## src/rtl/leak_update_sequencer_if.sv

```systemverilog
// ----------------------------------------------------------------------------
// leak_update_sequencer_if
//
// Purpose: groups every non-clock signal of leak_update_sequencer into one
// bundle, covering the sweep control, the shared leak-unit link, the
// injected-current write port, the spike output and the V readback port.
//
// Modports:
//   slave  - the sequencer itself (drives busy/done/tick_drop/leak_v/spike/
//            spike_idx/rd_v, receives tick/leak_i/iw_*/rd_idx)
//   master - the environment around it (timestep generator, leak unit,
//            current-write and readback clients)
//
// Signals (16s = 16-bit two's complement):
//   tick       1      start-sweep pulse
//   busy       1      sweep in progress
//   done       1      one-cycle pulse, sweep complete
//   tick_drop  1      one-cycle pulse, tick arrived while not idle
//   leak_v     16s    V handed to the leak unit
//   leak_i     16s    leak current returned by the leak unit
//   iw_en      1      injected-current write strobe
//   iw_idx     IDX_W  neuron index for the write
//   iw_val     16s    injected current value
//   spike      1      one-cycle spike pulse
//   spike_idx  IDX_W  neuron that spiked, valid with spike
//   rd_idx     IDX_W  readback index
//   rd_v       16s    V[rd_idx]
// ----------------------------------------------------------------------------
interface leak_update_sequencer_if #(
    parameter int IDX_W = 2
);
    logic                    tick;
    logic                    busy;
    logic                    done;
    logic                    tick_drop;
    logic signed [15:0]      leak_v;
    logic signed [15:0]      leak_i;
    logic                    iw_en;
    logic        [IDX_W-1:0] iw_idx;
    logic signed [15:0]      iw_val;
    logic                    spike;
    logic        [IDX_W-1:0] spike_idx;
    logic        [IDX_W-1:0] rd_idx;
    logic signed [15:0]      rd_v;

    modport slave (
        input  tick, leak_i, iw_en, iw_idx, iw_val, rd_idx,
        output busy, done, tick_drop, leak_v, spike, spike_idx, rd_v
    );

    modport master (
        output tick, leak_i, iw_en, iw_idx, iw_val, rd_idx,
        input  busy, done, tick_drop, leak_v, spike, spike_idx, rd_v
    );
endinterface

```

## src/rtl/leak_update_sequencer.sv

```systemverilog
// ----------------------------------------------------------------------------
// leak_update_sequencer
//
// Purpose: time-multiplexes one shared leak-current unit across NUM_NEURONS
// membrane potentials. A tick starts a sweep; for each neuron the sequencer
// hands V to the leak unit, waits LEAK_LAT cycles for I_L, integrates
//   V += I_in - (I_L >>> DECAY_SHIFT)   (18-bit, saturated to 16 bits)
// and fires a spike (V <- V_RESET) when the result reaches V_TH.
// The V and I_in register files live here.
//
// Ports:
//   clk  in  clock, all logic on the rising edge
//   rst  in  synchronous reset, active high; aborts a running sweep
//   bus  leak_update_sequencer_if.slave (see interface header for signals)
//
// Optional feature, macro LEAK_SEQ_REFRAC_EN:
//   defined   - per-neuron refractory counter loaded with REFRAC_TICKS on a
//               spike; while non-zero the neuron is held at V_RESET and does
//               not integrate or spike, and the counter decrements per sweep.
//   undefined - no refractory period; a spiked neuron integrates next sweep.
// ----------------------------------------------------------------------------
module leak_update_sequencer #(
    parameter int NUM_NEURONS  = 4,
    parameter int IDX_W        = 2,
    parameter int LEAK_LAT     = 1,
    parameter int DECAY_SHIFT  = 4,
    parameter int V_REST       = -70,
    parameter int V_TH         = -50,
    parameter int V_RESET      = -75,
    parameter int REFRAC_TICKS = 2
) (
    input logic                    clk,
    input logic                    rst,
    leak_update_sequencer_if.slave bus
);

    localparam int WAIT_W = (LEAK_LAT > 1) ? $clog2(LEAK_LAT) : 1;

    localparam logic signed [15:0] V_REST_16  = 16'(V_REST);
    localparam logic signed [15:0] V_TH_16    = 16'(V_TH);
    localparam logic signed [15:0] V_RESET_16 = 16'(V_RESET);
    localparam logic [IDX_W-1:0]   LAST_IDX   = IDX_W'(NUM_NEURONS - 1);

    // Reject parameter sets the index/counter widths cannot represent.
    if (NUM_NEURONS < 2 || LEAK_LAT < 1 || REFRAC_TICKS < 0 ||
        (1 << IDX_W) < NUM_NEURONS) begin : g_bad_cfg
        $error("leak_update_sequencer: unsupported parameter combination");
    end

    typedef enum logic [2:0] {
        S_IDLE,
        S_ISSUE,
        S_WAIT,
        S_UPDATE,
        S_DONE
    } state_t;

    state_t state_q, state_d;

    logic signed [15:0]      v_mem [NUM_NEURONS];
    logic signed [15:0]      i_mem [NUM_NEURONS];
    logic        [IDX_W-1:0] idx_q;
    logic        [WAIT_W-1:0] wait_q;
    logic signed [15:0]      leak_v_q;
    logic                    spike_q;
    logic        [IDX_W-1:0] spike_idx_q;
    logic                    tick_drop_q;

    // Datapath for the neuron currently in UPDATE.
    logic signed [15:0] leak_shift;
    logic signed [17:0] sum;
    logic signed [15:0] v_new;
    logic               hold;     // neuron is refractory this sweep
    logic               fire;
    logic signed [15:0] v_wr;

`ifdef LEAK_SEQ_REFRAC_EN
    localparam int RC_W = (REFRAC_TICKS > 0) ? $clog2(REFRAC_TICKS + 1) : 1;
    logic [RC_W-1:0] refrac_q [NUM_NEURONS];
    assign hold = (refrac_q[idx_q] != '0);
`else
    assign hold = 1'b0;
`endif

    // ------------------------------------------------------------------
    // FSM state register
    // ------------------------------------------------------------------
    // NOTE: clocked state uses non-blocking assignments so every register
    // samples the pre-edge values, regardless of block ordering.
    always_ff @(posedge clk) begin
        if (rst) begin
            state_q <= S_IDLE;
        end else begin
            state_q <= state_d;
        end
    end

    // ------------------------------------------------------------------
    // FSM next state and Moore outputs
    // ------------------------------------------------------------------
    // NOTE: every signal driven here gets a default first, so no path can
    // leave one unassigned and infer a latch.
    always_comb begin
        state_d  = state_q;
        bus.busy = 1'b0;
        bus.done = 1'b0;
        unique case (state_q)
            S_IDLE: begin
                if (bus.tick) state_d = S_ISSUE;
            end
            S_ISSUE: begin
                bus.busy = 1'b1;
                state_d  = S_WAIT;
            end
            S_WAIT: begin
                bus.busy = 1'b1;
                if (wait_q == '0) state_d = S_UPDATE;
            end
            S_UPDATE: begin
                bus.busy = 1'b1;
                state_d  = (idx_q == LAST_IDX) ? S_DONE : S_ISSUE;
            end
            S_DONE: begin
                bus.done = 1'b1;
                state_d  = S_IDLE;
            end
            default: state_d = S_IDLE;
        endcase
    end

    // ------------------------------------------------------------------
    // Integrate-and-fire arithmetic
    // ------------------------------------------------------------------
    always_comb begin
        leak_shift = bus.leak_i >>> DECAY_SHIFT;
        // 18 bits hold any V + I_in - shifted leak without overflow.
        sum = 18'(v_mem[idx_q]) + 18'(i_mem[idx_q]) - 18'(leak_shift);
        if (sum > 18'sd32767) begin
            v_new = 16'sh7fff;
        end else if (sum < -18'sd32768) begin
            v_new = 16'sh8000;
        end else begin
            v_new = sum[15:0];
        end
        fire = !hold && (v_new >= V_TH_16);
        v_wr = (hold || fire) ? V_RESET_16 : v_new;
    end

    // ------------------------------------------------------------------
    // Register files, sweep index, leak handshake and output pulses
    // ------------------------------------------------------------------
    always_ff @(posedge clk) begin
        if (rst) begin
            // NOTE: the register files are reset explicitly because every
            // neuron must start from V_REST with zero injected current; they
            // are flops, not a RAM macro.
            for (int n = 0; n < NUM_NEURONS; n++) begin
                v_mem[n] <= V_REST_16;
                i_mem[n] <= '0;
`ifdef LEAK_SEQ_REFRAC_EN
                refrac_q[n] <= '0;
`endif
            end
            idx_q       <= '0;
            wait_q      <= '0;
            leak_v_q    <= '0;
            spike_q     <= 1'b0;
            spike_idx_q <= '0;
            tick_drop_q <= 1'b0;
        end else begin
            spike_q     <= 1'b0;
            tick_drop_q <= bus.tick && (state_q != S_IDLE);

            // A write landing in the same cycle as that neuron's UPDATE is
            // stored, but the update already read the old value.
            if (bus.iw_en) i_mem[bus.iw_idx] <= bus.iw_val;

            unique case (state_q)
                S_IDLE: begin
                    if (bus.tick) idx_q <= '0;
                end
                S_ISSUE: begin
                    leak_v_q <= v_mem[idx_q];
                    wait_q   <= WAIT_W'(LEAK_LAT - 1);
                end
                S_WAIT: begin
                    if (wait_q != '0) wait_q <= wait_q - 1'b1;
                end
                S_UPDATE: begin
                    v_mem[idx_q] <= v_wr;
                    if (fire) begin
                        spike_q     <= 1'b1;
                        spike_idx_q <= idx_q;
                    end
`ifdef LEAK_SEQ_REFRAC_EN
                    if (hold) begin
                        refrac_q[idx_q] <= refrac_q[idx_q] - 1'b1;
                    end else if (fire) begin
                        refrac_q[idx_q] <= RC_W'(REFRAC_TICKS);
                    end
`endif
                    if (idx_q != LAST_IDX) idx_q <= idx_q + 1'b1;
                end
                default: ;
            endcase
        end
    end

    assign bus.leak_v    = leak_v_q;
    assign bus.spike     = spike_q;
    assign bus.spike_idx = spike_idx_q;
    assign bus.tick_drop = tick_drop_q;
    assign bus.rd_v      = v_mem[bus.rd_idx];

endmodule

```

## src/flat_wrapper.sv

```systemverilog
// flat-port wrapper written by rule: the top's interface ports become plain ports
module leak_update_sequencer_flat 
#(
    parameter int NUM_NEURONS  = 4,
    parameter int IDX_W        = 2,
    parameter int LEAK_LAT     = 1,
    parameter int DECAY_SHIFT  = 4,
    parameter int V_REST       = -70,
    parameter int V_TH         = -50,
    parameter int V_RESET      = -75,
    parameter int REFRAC_TICKS = 2
)
  (clk, rst, bus_tick, bus_leak_i, bus_iw_en, bus_iw_idx, bus_iw_val, bus_rd_idx, bus_busy, bus_done, bus_tick_drop, bus_leak_v, bus_spike, bus_spike_idx, bus_rd_v);
  leak_update_sequencer_if #(.IDX_W(IDX_W)) bus_i ();
  input logic clk;
  input logic rst;
  input wire logic [$bits(bus_i.tick)-1:0] bus_tick;
  input wire logic [$bits(bus_i.leak_i)-1:0] bus_leak_i;
  input wire logic [$bits(bus_i.iw_en)-1:0] bus_iw_en;
  input wire logic [$bits(bus_i.iw_idx)-1:0] bus_iw_idx;
  input wire logic [$bits(bus_i.iw_val)-1:0] bus_iw_val;
  input wire logic [$bits(bus_i.rd_idx)-1:0] bus_rd_idx;
  output wire logic [$bits(bus_i.busy)-1:0] bus_busy;
  output wire logic [$bits(bus_i.done)-1:0] bus_done;
  output wire logic [$bits(bus_i.tick_drop)-1:0] bus_tick_drop;
  output wire logic [$bits(bus_i.leak_v)-1:0] bus_leak_v;
  output wire logic [$bits(bus_i.spike)-1:0] bus_spike;
  output wire logic [$bits(bus_i.spike_idx)-1:0] bus_spike_idx;
  output wire logic [$bits(bus_i.rd_v)-1:0] bus_rd_v;
  assign bus_i.tick = bus_tick;
  assign bus_i.leak_i = bus_leak_i;
  assign bus_i.iw_en = bus_iw_en;
  assign bus_i.iw_idx = bus_iw_idx;
  assign bus_i.iw_val = bus_iw_val;
  assign bus_i.rd_idx = bus_rd_idx;
  assign bus_busy = bus_i.busy;
  assign bus_done = bus_i.done;
  assign bus_tick_drop = bus_i.tick_drop;
  assign bus_leak_v = bus_i.leak_v;
  assign bus_spike = bus_i.spike;
  assign bus_spike_idx = bus_i.spike_idx;
  assign bus_rd_v = bus_i.rd_v;
  leak_update_sequencer #(.NUM_NEURONS(NUM_NEURONS), .IDX_W(IDX_W), .LEAK_LAT(LEAK_LAT), .DECAY_SHIFT(DECAY_SHIFT), .V_REST(V_REST), .V_TH(V_TH), .V_RESET(V_RESET), .REFRAC_TICKS(REFRAC_TICKS)) u_core (.clk(clk), .rst(rst), .bus(bus_i));
endmodule
```

## config.mk

```make
export PLATFORM = sky130hd
export DESIGN_NAME = leak_update_sequencer_flat
export DESIGN_NICKNAME = d
export VERILOG_FILES = /design/src/rtl/leak_update_sequencer_if.sv /design/src/rtl/leak_update_sequencer.sv /design/src/flat_wrapper.sv
export SDC_FILE = /design/constraint.sdc
export NUM_CORES = 1
export LEC_CHECK = 0
export BUFFER_PORTS_ARGS = -buffer_cell sky130_fd_sc_hd__buf_2
export CORE_UTILIZATION = 62
export CTS_BUF_LIST = sky130_fd_sc_hd__clkbuf_4
export DETAILED_ROUTE_END_ITERATION = 7
export HOLD_SLACK_MARGIN = 0.12
export PLACE_DENSITY = 0.82
export SETUP_SLACK_MARGIN = 0.3
export SYNTH_ARGS = -nofsm -noshare
export SYNTH_HDL_FRONTEND = slang
export SYNTH_SLANG_ARGS = --single-unit
```

## constraint.sdc

```tcl
create_clock -name clk -period 5.95 [get_ports clk]
set_clock_uncertainty 0.2 [all_clocks]
set_input_delay 0.8925 -clock clk [delete_from_list [all_inputs] [get_ports clk]]
set_output_delay 0.8925 -clock clk [all_outputs]
set_load 0.005 [all_outputs]
```

* Word-level counts from Yosys, hierarchy flattened
Memory sizes are Yosys's and may differ from the RTL's. A register that Yosys moved wholly into a read port is not among the register bits.
Cells that the tools add are included.
** Operators by class
- Multiplexer cells :: 33
- Add/sub/neg operators :: 4
- Reductions and logical operators :: 12
- Eq/ne operators :: 9
- $lt $le $gt $ge :: 3
- Bitwise gates (word level) :: 1
** Operators by type and width (number)
- $mux W16 :: 5
- $reduce_or A16 Y1 :: 2
- $gt A18 B16 Y1 const B :: 1
- $lt A18 B16 Y1 const B :: 1
- $sub A17 B12 Y18 :: 1
- $add A16 B16 Y17 :: 1
- $ge A16 B7 Y1 const B :: 1
- $mux W2 :: 8
- $mux W1 :: 14
- $pmux W3 S4 :: 1
- $mux W3 :: 3
- $eq A3 B2 Y1 const B :: 2
- $ne A2 B2 Y1 const B :: 3
- $pmux W2 S2 :: 1
- $reduce_and A2 Y1 :: 2
- $reduce_bool A2 Y1 :: 2
- $eq A3 B1 Y1 const B :: 1
- $eq A3 B3 Y1 const B :: 1
- $logic_not A3 Y1 :: 1
- $reduce_and A3 Y1 :: 1
- $reduce_bool A3 Y1 :: 1
- $reduce_or A3 Y1 :: 1
- $add A2 B1 Y2 const B :: 1
- $eq A2 B2 Y1 const B :: 1
- other kinds (6) :: 6
** Storage, ports and cells
- Input port bits :: 40
- RAM bits :: 128
- Output and inout bits :: 38
- Register bits after elaboration :: 26
- Memories kept :: 2
- Logic and storage cells :: 71
** Memory list
- u_core.i_mem :: words 4, bits a word 16, rd ports 1, clocked after Yosys merged registers in 1, write ports 4, RTL line leak_update_sequencer.sv:61 : logic signed [15:0] i_mem [NUM_NEURONS];
- u_core.v_mem :: words 4, bits a word 16, rd ports 2, clocked after Yosys merged registers in 1, write ports 4, RTL line leak_update_sequencer.sv:60 : logic signed [15:0] v_mem [NUM_NEURONS];

* Depth between registers and ports, before layout
Gate-level depths: netlist of run 1.
- Depth in word-level cells :: 8
- Gate-level depth with buffers :: 18
- Gate-level depth less buffers :: 14

* Least setup slack after synthesis of run 1
No wires, ideal clock.
- Path kind :: register -> register
- Start :: reg (tool-made name)
- End :: mem u_core.v_mem[0][10], data pin
- Library setup time :: 0.281 ns
- Arrival :: 4.310 ns
- Required time :: 5.469 ns
- Path slack :: 1.158 ns
- Cell stages (with the launch flop) :: 18
- Period minus slack after synthesis :: 4.792 ns
- Buffers on the path :: 4
- Cells stage by stage :: dfxtp_1 > clkbuf_1 > buf_1 > mux4_2 > inv_1 > fa_1 > inv_1 > ha_1 > a21o_1 > a21oi_2 > a2111oi_1 > o41a_1 > buf_4 > xnor2_1 > nor2b_2 > a31oi_4 > buf_6 > o2111ai_1
** RTL lines (RTL line)
- end: declaration :: leak_update_sequencer.sv:60

==> results.tsv, run 1 <==
stage	metric	value	unit
layout	synth-to-layout area growth	7.816	%
floorplan	die span in y	121.9	µm
grt	global-route wire length before repair	29710	µm
grt	GRT Max-Usage Layer	met2	
floorplan	Initial Utilization	63.98	%
logic_synthesis	top-area cell type share of the netlist area	43.11	%
timing	Least-Margin Pin Slew	1288	ps
clocking	# clock sinks	155	
logic_synthesis	top post-synthesis cells by area	edfxtp_1, mux4_2, dfxtp_1	
placed_design	HPWL Detailed	13560	µm
logic_synthesis	largest area contributor in the netlist	edfxtp_1	
grt	met2 global-route usage	47.56	%
power	Switching Share	35.12	%
drt	Pre-antenna DRT Iters	5	
clocking	H-Tree Depth	4	
drt	vias per cell	6.196	
clocking	Clock Pin Slew Worst Setup and Hold Paths	140	ps
drt	Antenna Nets Post-Route	0	
worst_setup_path	worst path bufs/invs	3	
logic_synthesis	Post-Syn Instances	719	
worst_setup_path	crit-path leading delay family	compound AO/OA/AOI/OAI gates	
drt	Routed wire per std cell	19.55	µm
drt	via count	6010	
worst_setup_path	FF-to-FF setup slack	790	ps
clocking	worst-case clock buffer depth	2	
drt	DRC viols	0	
worst_setup_path	peak fanout along the critical path	45	
timing	relative slew slack	13.82	%
power	Comb power frac	30.4	%
worst_setup_path	CP max-delay cell	dfxtp_2	
power	Pint	1.718	mW
timing	fin crit period	5162	ps
clocking	Root Buffer	clkbuf_4	
layout	Nets	851	
logic_synthesis	number of synthesized flops with an enable pin	128	
timing	period utilization	86.76	%
power	Peak VDD IR	0.1957	mV
logic_synthesis	syn avg cell area	12.40	µm²
logic_synthesis	asr flop ratio synth	0	%
grt	grt met1 use	32.73	%
power	Reg power frac	47.6	%
logic_synthesis	top_reg_cell synth	edfxtp_1	
clocking	hold_buf cts	0	
clocking	Skew-Pair Late Insertion Delay	590	ps
grt	GR Util met3	5.993	%
floorplan	Cell Rows	43	
clocking	Inserted Clock Buffers	17	
timing	final hold violations	0	
worst_setup_path	WP data arrival	5240	ps
drt	initial DRC count	546	
power	Lkg Pwr	3.459	nW
worst_setup_path	CP required	6020	ps
floorplan	core area	13930	µm²
placed_design	PortBufs	73	
worst_setup_path	Critical Path, Cell by Cell	mux4_2, inv_1, fa_1, inv_1, fa_1, a211oi_2, nor4_4, o41ai_1, nand3_1, o311a_1, and4bb_4, a31oi_4, buf_4, o2111ai_1	
grt	number of global-route vias before repair	5908	
timing	Fmax	193.7	MHz
timing	RSZ-0062 raised after global routing	no	
worst_setup_path	Levels on crit path	14	
logic_synthesis	Netlist cell types	72	
worst_setup_path	worst setup path end	u_core.v_mem[3][8]	
timing	TNS Setup	0	ps
power	clock share of power	22.0	%
clocking	post-CTS setup buffers	0	
logic_synthesis	synthesized area	8916	µm²
clocking	CTS tree	built	
layout	fin util	68.99	%
worst_setup_path	Worst R2R Path Depth	14	
floorplan	I/O Pins	78	
power	power density over the cells	275.5	nW/µm²
floorplan	chip width	121.9	µm
grt	Total Routing Usage GR	27.40	%
logic_synthesis	Seq/Total Area, Yosys	49.17	%
min_path	class of the worst hold path	reg -> reg	
floorplan	total die area	14860	µm²
worst_setup_path	R2R Path End	u_core.v_mem[3][8]	
layout	fraction of layout instances using a drive strength above 1	24.97	%
worst_setup_path	max incr delay on CP	650	ps
grt	largest net degree at the start of global routing	46	
timing	max-slew violation count	0	
grt	initial antenna violation count	0	
clocking	CTS resizes	0	
timing	setup violation total in the final timing report	0	
status	run status	finished clean	
worst_setup_path	CP Class	reg -> reg	
power	Net Sw Power	0.9303	mW
job	MaxCap Viol Count	0	
worst_setup_path	CP endpoint kind	flip-flop	
grt	total gr overflow	0	
drt	Routed WL	18970	µm
placed_design	Placer Congestion	0.8935	
logic_synthesis	Synth Register Bits	155	
logic_synthesis	Yosys warnings	0	
worst_setup_path	crit start category	flip-flop	
==> cells in the mapped netlist, drive strengths merged (4+ instances only) <==
cell type	number
a211oi	8
a21o	5
a21oi	44
a31o	4
a31oi	4
and2	71
buf	20
clkbuf	27
dfxtp	27
edfxtp	128
fa	16
ha	19
inv	72
mux2i	7
mux4	48
nand2	53
nand2b	11
nand3	12
nand4	4
nor2	19
nor2b	4
nor3	9
nor3b	8
nor4	4
o2111ai	32
o21ai	15
or2	4
xnor2	7
xor2	4
==> state kept, by name, summed over array words and instances (netlist names), named ones only <==
register and flops:
u_core.bus.leak_v 16, u_core.bus.spike 1, u_core.bus.spike_idx 2, u_core.bus.tick_drop 1, u_core.i_mem 64, u_core.idx_q 2, u_core.state_q 3, u_core.v_mem 64
==> worst min-delay path by stage <==
stage | startpoint | endpoint | slack, ps | depth (start not counted)
after global routing | u_core.bus.leak_v[6] | u_core.bus.leak_v[6] | 280 | 2
after detailed placement | u_core.bus.leak_v[6] | u_core.bus.leak_v[6] | 240 | 2
after CTS | u_core.bus.leak_v[6] | u_core.bus.leak_v[6] | 260 | 2
after global placement | u_core.bus.leak_v[11] | u_core.bus.leak_v[11] | 240 | 2
after floorplan | u_core.bus.leak_v[0] | u_core.bus.leak_v[0] | 250 | 2
final | u_core.bus.leak_v[6] | u_core.bus.leak_v[6] | 260 | 2
==> worst register-to-register path: cells and delay by family, from the launching register on <==
| kind | cells | cell delay (ps) |
|---|---|---|
| adders and majority gates | 2 | 980 |
| DFF | 1 | 650 |
| buffers and inverters | 3 | 560 |
| AOI/OAI and AO/OA | 5 | 1580 |
| muxes | 1 | 350 |
| and+or+nand+nor | 3 | 530 |
==> per-layer routing <==
layer  vias to the layer above  wire (µm)
li1                       2779          -
met1                      2921       7167
met2                       270       9968
met3                        40       1400
met4                         0        430
met5                         -          0
==> area by class of cell <==
type                            count  area (µm²)
Antenna cell                        1       2.502
Fill cell                        1014        4322
Sequential cell                   155        4387
Tap cell                          180       225.2
Clock inverter                     13       97.59
Inverter                           72       270.3
Multi-Input combinational cell    448        4043
Clock buffer                       19       142.6
Timing Repair Buffer               82       445.4
==> logic make-up after synthesis <==
| logic type | Yosys count | share of synthesized area (%) |
|---|---|---|
| flops | 155 | 49.17 |
| compound gates | 128 | 10.62 |
| buf+inv | 119 | 5.768 |
| simple gates | 215 | 14.02 |
| fa+ha+maj | 35 | 6.259 |
| mux | 55 | 12.95 |
| xor+xnor | 11 | 1.165 |
| other cells | 1 | 0.04206 |
==> metrics by stage <==
stage	total power [mW]	instances	hold WS, ps	cell area [µm²]	setup WS, ps
2_1_floorplan	1.916	722	252.7	8927	1158
3_3_place_gp	2.034	937	238.4	9369	809.3
3_5_place_dp	2.075	937	243.7	9369	603.4
4_1_cts	2.637	969	261.5	9609	574.6
5_1_grt	2.765	969	283.3	9610	511.3
6_report	2.649	970	259.0	9613	787.9
==> placed cells by master (no fill, tap or decap), drive strengths merged, types with 16 or more instances in the layout <==
cell / count
mux4: 48
and2: 71
dfxtp: 27
fa: 16
clkbuf: 19
o2111ai: 32
nor2: 19
inv: 77
buf: 82
edfxtp: 128
nand2: 53
ha: 19
a21oi: 44
==> power groups by stage <==
stage / logic [mW] / clock network [mW] / registers [mW]
after floorplan: 0.642 / 0 / 1.27
after global placement: 0.755 / 0 / 1.28
after detailed placement: 0.789 / 0 / 1.29
after CTS: 0.793 / 0.584 / 1.26
after global routing: 0.877 / 0.620 / 1.27
final: 0.806 / 0.583 / 1.26
Note: power is estimated with default switching activity, not from simulation.
==> run 2: changes to the inputs <==
--- a/config.mk
+++ b/config.mk
@@ -5,12 +5,12 @@
 export SDC_FILE = /design/constraint.sdc
 export NUM_CORES = 1
 export LEC_CHECK = 0
-export BUFFER_PORTS_ARGS = -buffer_cell sky130_fd_sc_hd__buf_2
-export CORE_UTILIZATION = 62
+export CORE_UTILIZATION = 67
 export CTS_BUF_LIST = sky130_fd_sc_hd__clkbuf_4
 export DETAILED_ROUTE_END_ITERATION = 7
+export DONT_BUFFER_PORTS = 1
 export HOLD_SLACK_MARGIN = 0.12
-export PLACE_DENSITY = 0.82
+export PLACE_DENSITY = 0.83
 export SETUP_SLACK_MARGIN = 0.3
 export SYNTH_ARGS = -nofsm -noshare
 export SYNTH_HDL_FRONTEND = slang
==> results.tsv, run 2 (same netlist as run 1, synthesis figures left out) <==
stage	metric	value	unit
grt	number of global-route vias before repair	5915	
worst_setup_path	WP data arrival	5500	ps
layout	commonest non-fill, non-tap cell in the layout	edfxtp_1	
layout	synth-to-layout area growth	4.856	%
clocking	hold_buf cts	3	
worst_setup_path	CP endpoint kind	flip-flop	
drt	Antenna Nets Post-Route	0	
layout	Finished Layout Cells	894	
grt	initial antenna violation count	0	
placed_design	Placer Congestion	0.9273	
placed_design	placed cell count	859	
floorplan	total die area	13770	µm²
drt	Routed wire per std cell	21.52	µm
floorplan	I/O Pins	78	
grt	total gr overflow	0	
timing	fin crit period	5435	ps
worst_setup_path	CP required	6010	ps
floorplan	core area	12770	µm²
power	power density over the cells	289.4	nW/µm²
worst_setup_path	CP Class	reg -> reg	
clocking	post-CTS setup buffers	0	
worst_setup_path	max incr delay on CP	920	ps
clocking	Root Buffer	clkbuf_4	
drt	vias per cell	6.418	
layout	Nets	784	
grt	Total Routing Usage GR	29.52	%
drt	DRC viols	0	
timing	period utilization	91.34	%
layout	final instance area	9349	µm²
placed_design	PortBufs	0	
timing	TNS Setup	0	ps
worst_setup_path	peak fanout along the critical path	36	
layout	n_diodes	0	
clocking	Skew-Pair Late Insertion Delay	600	ps
worst_setup_path	Critical Path, Cell by Cell	buf_4, mux4_2, inv_1, fa_1, inv_1, ha_1, a21o_1, a21oi_2, and2_4, o21ai_0, xnor2_1, and4bb_4, a31oi_4, buf_12, o2111ai_1	
placed_design	Post-DP Area	9030	µm²
clocking	H-Tree Depth	4	
power	Lkg Pwr	3.195	nW
placed_design	HPWL Detailed	13560	µm
layout	filler cell count	826	
clocking	worst-case clock buffer depth	2	
min_path	class of the worst hold path	in -> reg	
min_path	worst hold endpoint	u_core.bus.tick_drop	
timing	final hold violations	0	
min_path	WHS Path Cells	1	
worst_setup_path	most used cell, CP	inv_1	
drt	Routed WL	19240	µm
layout	fin util	73.19	%
floorplan	Initial Utilization	69.80	%
layout	commonest non-fill, non-tap cells in the layout	edfxtp_1, inv_1, and2_1, nand2_1, mux4_2	
clocking	Clock Pin Slew Worst Setup and Hold Paths	120	ps
timing	Worst Slack Setup Final	515.0	ps
worst_setup_path	Worst R2R Path Depth	15	
timing	Least-Margin Pin Slew	1235	ps
timing	max-slew violation count	0	
min_path	hold path startpoint	rst	
floorplan	Cell Rows	41	
grt	global-route wire length before repair	30480	µm
job	MaxCap Viol Count	0	
drt	initial DRC count	432	
power	Peak VDD IR	0.1512	mV
grt	largest net degree at the start of global routing	37	
floorplan	die span in y	117.4	µm
clocking	CTS resizes	0	
clocking	# clock sinks	155	
drt	via count	5738	
timing	RSZ-0062 raised after global routing	no	
timing	Fmax	184.0	MHz
floorplan	chip width	117.4	µm
worst_setup_path	R2R Path End	u_core.v_mem[3][5]	
status	run status	finished clean	
timing	relative slew slack	17.47	%
timing	setup violation total in the final timing report	0	
worst_setup_path	crit-path leading delay family	compound AO/OA/AOI/OAI gates	
clocking	Inserted Clock Buffers	17	
worst_setup_path	worst path bufs/invs	4	
power	Final Total Pwr	2.705	mW
layout	fraction of layout instances using a drive strength above 1	17.87	%
timing	hold slack	174.0	ps
worst_setup_path	crit start category	flip-flop	
placed_design	pre-CTS WS	596.8	ps
clocking	CTS tree	built	
worst_setup_path	FF-to-FF setup slack	520	ps
drt	Pre-antenna DRT Iters	5	
worst_setup_path	CP max-delay cell	dfxtp_1	
run 2: cell types whose count changed in the layout (fill, tap and decap cells not counted), moves of 2 or more:
cell | previous run | this run
buf_2 | 73 | 0
inv_6 | 2 | 7
clkinvlp_4 | 0 | 4
clkinv_1 | 3 | 0
dlygate4sd3_1 | 0 | 3
inv_4 | 3 | 0
buf_4 | 8 | 10
clkbuf_4 | 19 | 17
clkinv_2 | 4 | 2
run 2: worst reg2reg max path, delay by kind of cell, from the launching register on:
family,cells,cell delay (ps)
AOI/OAI and AO/OA,5,1150
xor gates and xnor gates,1,510
adders and majority gates,2,700
buffers and inverters,4,740
DFF,1,920
muxes,1,320
and+or+nand+nor,2,590
run 2: final cells by class:
type | count | area [µm²] | share of cell area [%]
tap | 172 | 215.2 | 2.302
inverter | 72 | 270.3 | 2.891
multi-input combinational | 448 | 4044 | 43.25
clock buffer | 17 | 127.6 | 1.365
clock inverter | 15 | 161.4 | 1.726
sequential | 155 | 4385 | 46.91
timing repair buffer | 15 | 145.1 | 1.552
run 2: power breakdown:
group          switching, mW  internal, mW
Sequential            0.0317          1.23
Combinational          0.514         0.267
Clock                  0.403         0.256
Total                  0.949          1.76
run 2: routing by layer:
layer	up-vias	share of wire [%]	track usage, %
met4	0	2.2	12.34
met5	-	0	0
li1	2642	-	-
met1	2816	38	34.80
met2	239	52	51.78
met3	41	7.2	6.955
run 2: worst max path at each step:
stage	start	to	slack (ps)	cells past startpoint
2_1_floorplan	flip-flop	u_core.v_mem[0][10]	1160	17
3_3_place_gp	flip-flop	u_core.v_mem[3][8]	730	14
3_5_place_dp	flip-flop	u_core.v_mem[3][11]	600	15
4_1_cts	flip-flop	u_core.v_mem[3][5]	550	15
5_1_grt	flip-flop	u_core.v_mem[3][7]	330	15
6_report	flip-flop	u_core.v_mem[3][5]	520	15
==> run 3: changes to the inputs <==
--- a/config.mk
+++ b/config.mk
@@ -5,12 +5,14 @@
 export SDC_FILE = /design/constraint.sdc
 export NUM_CORES = 1
 export LEC_CHECK = 0
-export CORE_UTILIZATION = 67
+export CELL_PAD_IN_SITES_DETAIL_PLACEMENT = 1
+export CELL_PAD_IN_SITES_GLOBAL_PLACEMENT = 2
+export CORE_UTILIZATION = 46
 export CTS_BUF_LIST = sky130_fd_sc_hd__clkbuf_4
 export DETAILED_ROUTE_END_ITERATION = 7
 export DONT_BUFFER_PORTS = 1
 export HOLD_SLACK_MARGIN = 0.12
-export PLACE_DENSITY = 0.83
+export PLACE_DENSITY_LB_ADDON = 0.1
 export SETUP_SLACK_MARGIN = 0.3
 export SYNTH_ARGS = -nofsm -noshare
 export SYNTH_HDL_FRONTEND = slang
==> results.tsv, run 3 (same netlist as run 1, synthesis figures left out) <==
stage	metric	value	unit
power	Comb power frac	29.5	%
timing	max-slew violation count	0	
layout	fin util	49.91	%
min_path	class of the worst hold path	in -> reg	
worst_setup_path	peak fanout along the critical path	45	
clocking	worst-case clock buffer depth	2	
clocking	CTS tree	built	
power	Reg power frac	46.9	%
layout	Nets	782	
power	Switching Share	36.49	%
power	Pint	1.713	mW
worst_setup_path	CP endpoint kind	flip-flop	
drt	Antenna Nets Post-Route	0	
timing	Fmax	190.9	MHz
clocking	hold_buf cts	0	
floorplan	Initial Utilization	47.35	%
timing	setup violation total in the final timing report	0	
drt	Routed WL	22970	µm
clocking	Root Buffer	clkbuf_4	
grt	number of global-route vias before repair	6317	
power	clock share of power	23.6	%
power	power density over the cells	287.0	nW/µm²
status	run status	finished clean	
timing	TNS Setup	0	ps
layout	commonest non-fill, non-tap cells in the layout	edfxtp_1, inv_1, and2_1, nand2_1, mux4_2	
clocking	Clock Pin Slew Worst Setup and Hold Paths	150	ps
floorplan	Cell Rows	50	
worst_setup_path	CP Class	reg -> reg	
worst_setup_path	crit start category	flip-flop	
timing	Least-Margin Pin Slew	1092	ps
floorplan	chip width	141.2	µm
placed_design	Placer Congestion	0.8257	
placed_design	placed cell count	948	
power	Final Total Pwr	2.698	mW
floorplan	I/O Pins	78	
power	Peak VDD IR	0.1402	mV
layout	fraction of layout instances using a drive strength above 1	17.92	%
worst_setup_path	WP data arrival	5300	ps
worst_setup_path	CP max-delay cell	dfxtp_2	
clocking	Inserted Clock Buffers	17	
floorplan	core area	18830	µm²
grt	largest net degree at the start of global routing	46	
clocking	CTS resizes	0	
placed_design	HPWL Detailed	16470	µm
layout	commonest non-fill, non-tap cell in the layout	edfxtp_1	
drt	Pre-antenna DRT Iters	4	
clocking	# clock sinks	155	
floorplan	die span in y	141.2	µm
layout	synth-to-layout area growth	5.417	%
drt	vias per cell	5.889	
placed_design	PortBufs	0	
drt	via count	5783	
layout	Finished Layout Cells	982	
clocking	post-CTS setup buffers	0	
clocking	Skew-Pair Late Insertion Delay	570	ps
grt	total gr overflow	0	
timing	fin crit period	5238	ps
grt	initial antenna violation count	2	
worst_setup_path	Critical Path, Cell by Cell	buf_4, buf_4, mux4_2, inv_1, fa_1, inv_1, ha_1, a21oi_1, o21ai_0, o41a_1, xnor2_1, nor2b_2, a31oi_4, buf_6, o2111ai_1	
grt	Total Routing Usage GR	24.31	%
drt	DRC viols	0	
worst_setup_path	FF-to-FF setup slack	710	ps
power	Net Sw Power	0.9843	mW
timing	hold slack	179.9	ps
timing	final hold violations	0	
worst_setup_path	max incr delay on CP	540	ps
worst_setup_path	CP required	6010	ps
job	MaxCap Viol Count	0	
power	Lkg Pwr	3.181	nW
grt	global-route wire length before repair	35530	µm
clocking	H-Tree Depth	4	
timing	relative slew slack	27.19	%
timing	period utilization	88.03	%
drt	initial DRC count	365	
drt	Routed wire per std cell	23.39	µm
floorplan	total die area	19940	µm²
timing	RSZ-0062 raised after global routing	no	
==> run 3: changes by cell type in the layout (fill, tap and decap cells not counted), moves of 2 or more <==
| cell | before | now |
|---|---|---|
| dlygate4sd3_1 | 3 | 0 |
| buf_12 | 2 | 0 |
| buf_4 | 10 | 12 |
| clkinvlp_4 | 4 | 2 |
| diode_2 | 0 | 2 |
==> run 3: path summary, 6_finish.rpt <==
check / start / to / cells after the start
setup / recovery: flip-flop / u_core.v_mem[0][12] / 15
hold / removal: rst / u_core.bus.leak_v[10] / 1
setup reg to reg: flip-flop / u_core.v_mem[0][12] / 15
hold reg to reg: u_core.bus.leak_v[1] / u_core.bus.leak_v[1] / 2
==> run 3: routing by layer <==
layer	vias up	track usage [%]	part of all wire, %
li1	2642	-	-
met1	2986	30.40	43
met2	129	41.77	51
met3	26	5.503	4.9
met4	0	7.780	1.9
met5	-	0	0
==> run 3: critical path, delay by kind of cell (launching register included) <==
kind	cells	cell delay (ps)
adders and majority gates	2	730
muxes	1	540
and+or+nand+nor	1	200
xor gates and xnor gates	1	220
AOI/OAI and AO/OA	5	1390
buffers and inverters	5	1090
DFF	1	540
==> run 3: power groups by stage <==
stage / combinational (mW) / clock (mW) / sequential [mW]
finish: 0.796 / 0.636 / 1.27
global placement: 0.763 / 0 / 1.29
global route: 0.871 / 0.685 / 1.27
CTS: 0.792 / 0.653 / 1.27
detailed placement: 0.789 / 0 / 1.29
floorplan: 0.642 / 0 / 1.27
==> run 3: metrics by stage <==
stage	area [µm²]	setup slack [ps]
6_report	9399	712.3
3_3_place_gp	9123	750.1
3_5_place_dp	9123	593.3
2_1_floorplan	8927	1158
5_1_grt	9399	309.3
4_1_cts	9390	558.5
==> run 3: cell type report <==
| cell class | instances | area, µm² |
|---|---|---|
| Fill cell | 1954 | 9432 |
| Sequential cell | 155 | 4385 |
| Multi-Input combinational cell | 448 | 4044 |
| Tap cell | 260 | 325.3 |
| Inverter | 72 | 270.3 |
| Clock buffer | 18 | 135.1 |
| Clock inverter | 14 | 132.6 |
| Timing Repair Buffer | 13 | 101.3 |
| Antenna cell | 2 | 5.005 |
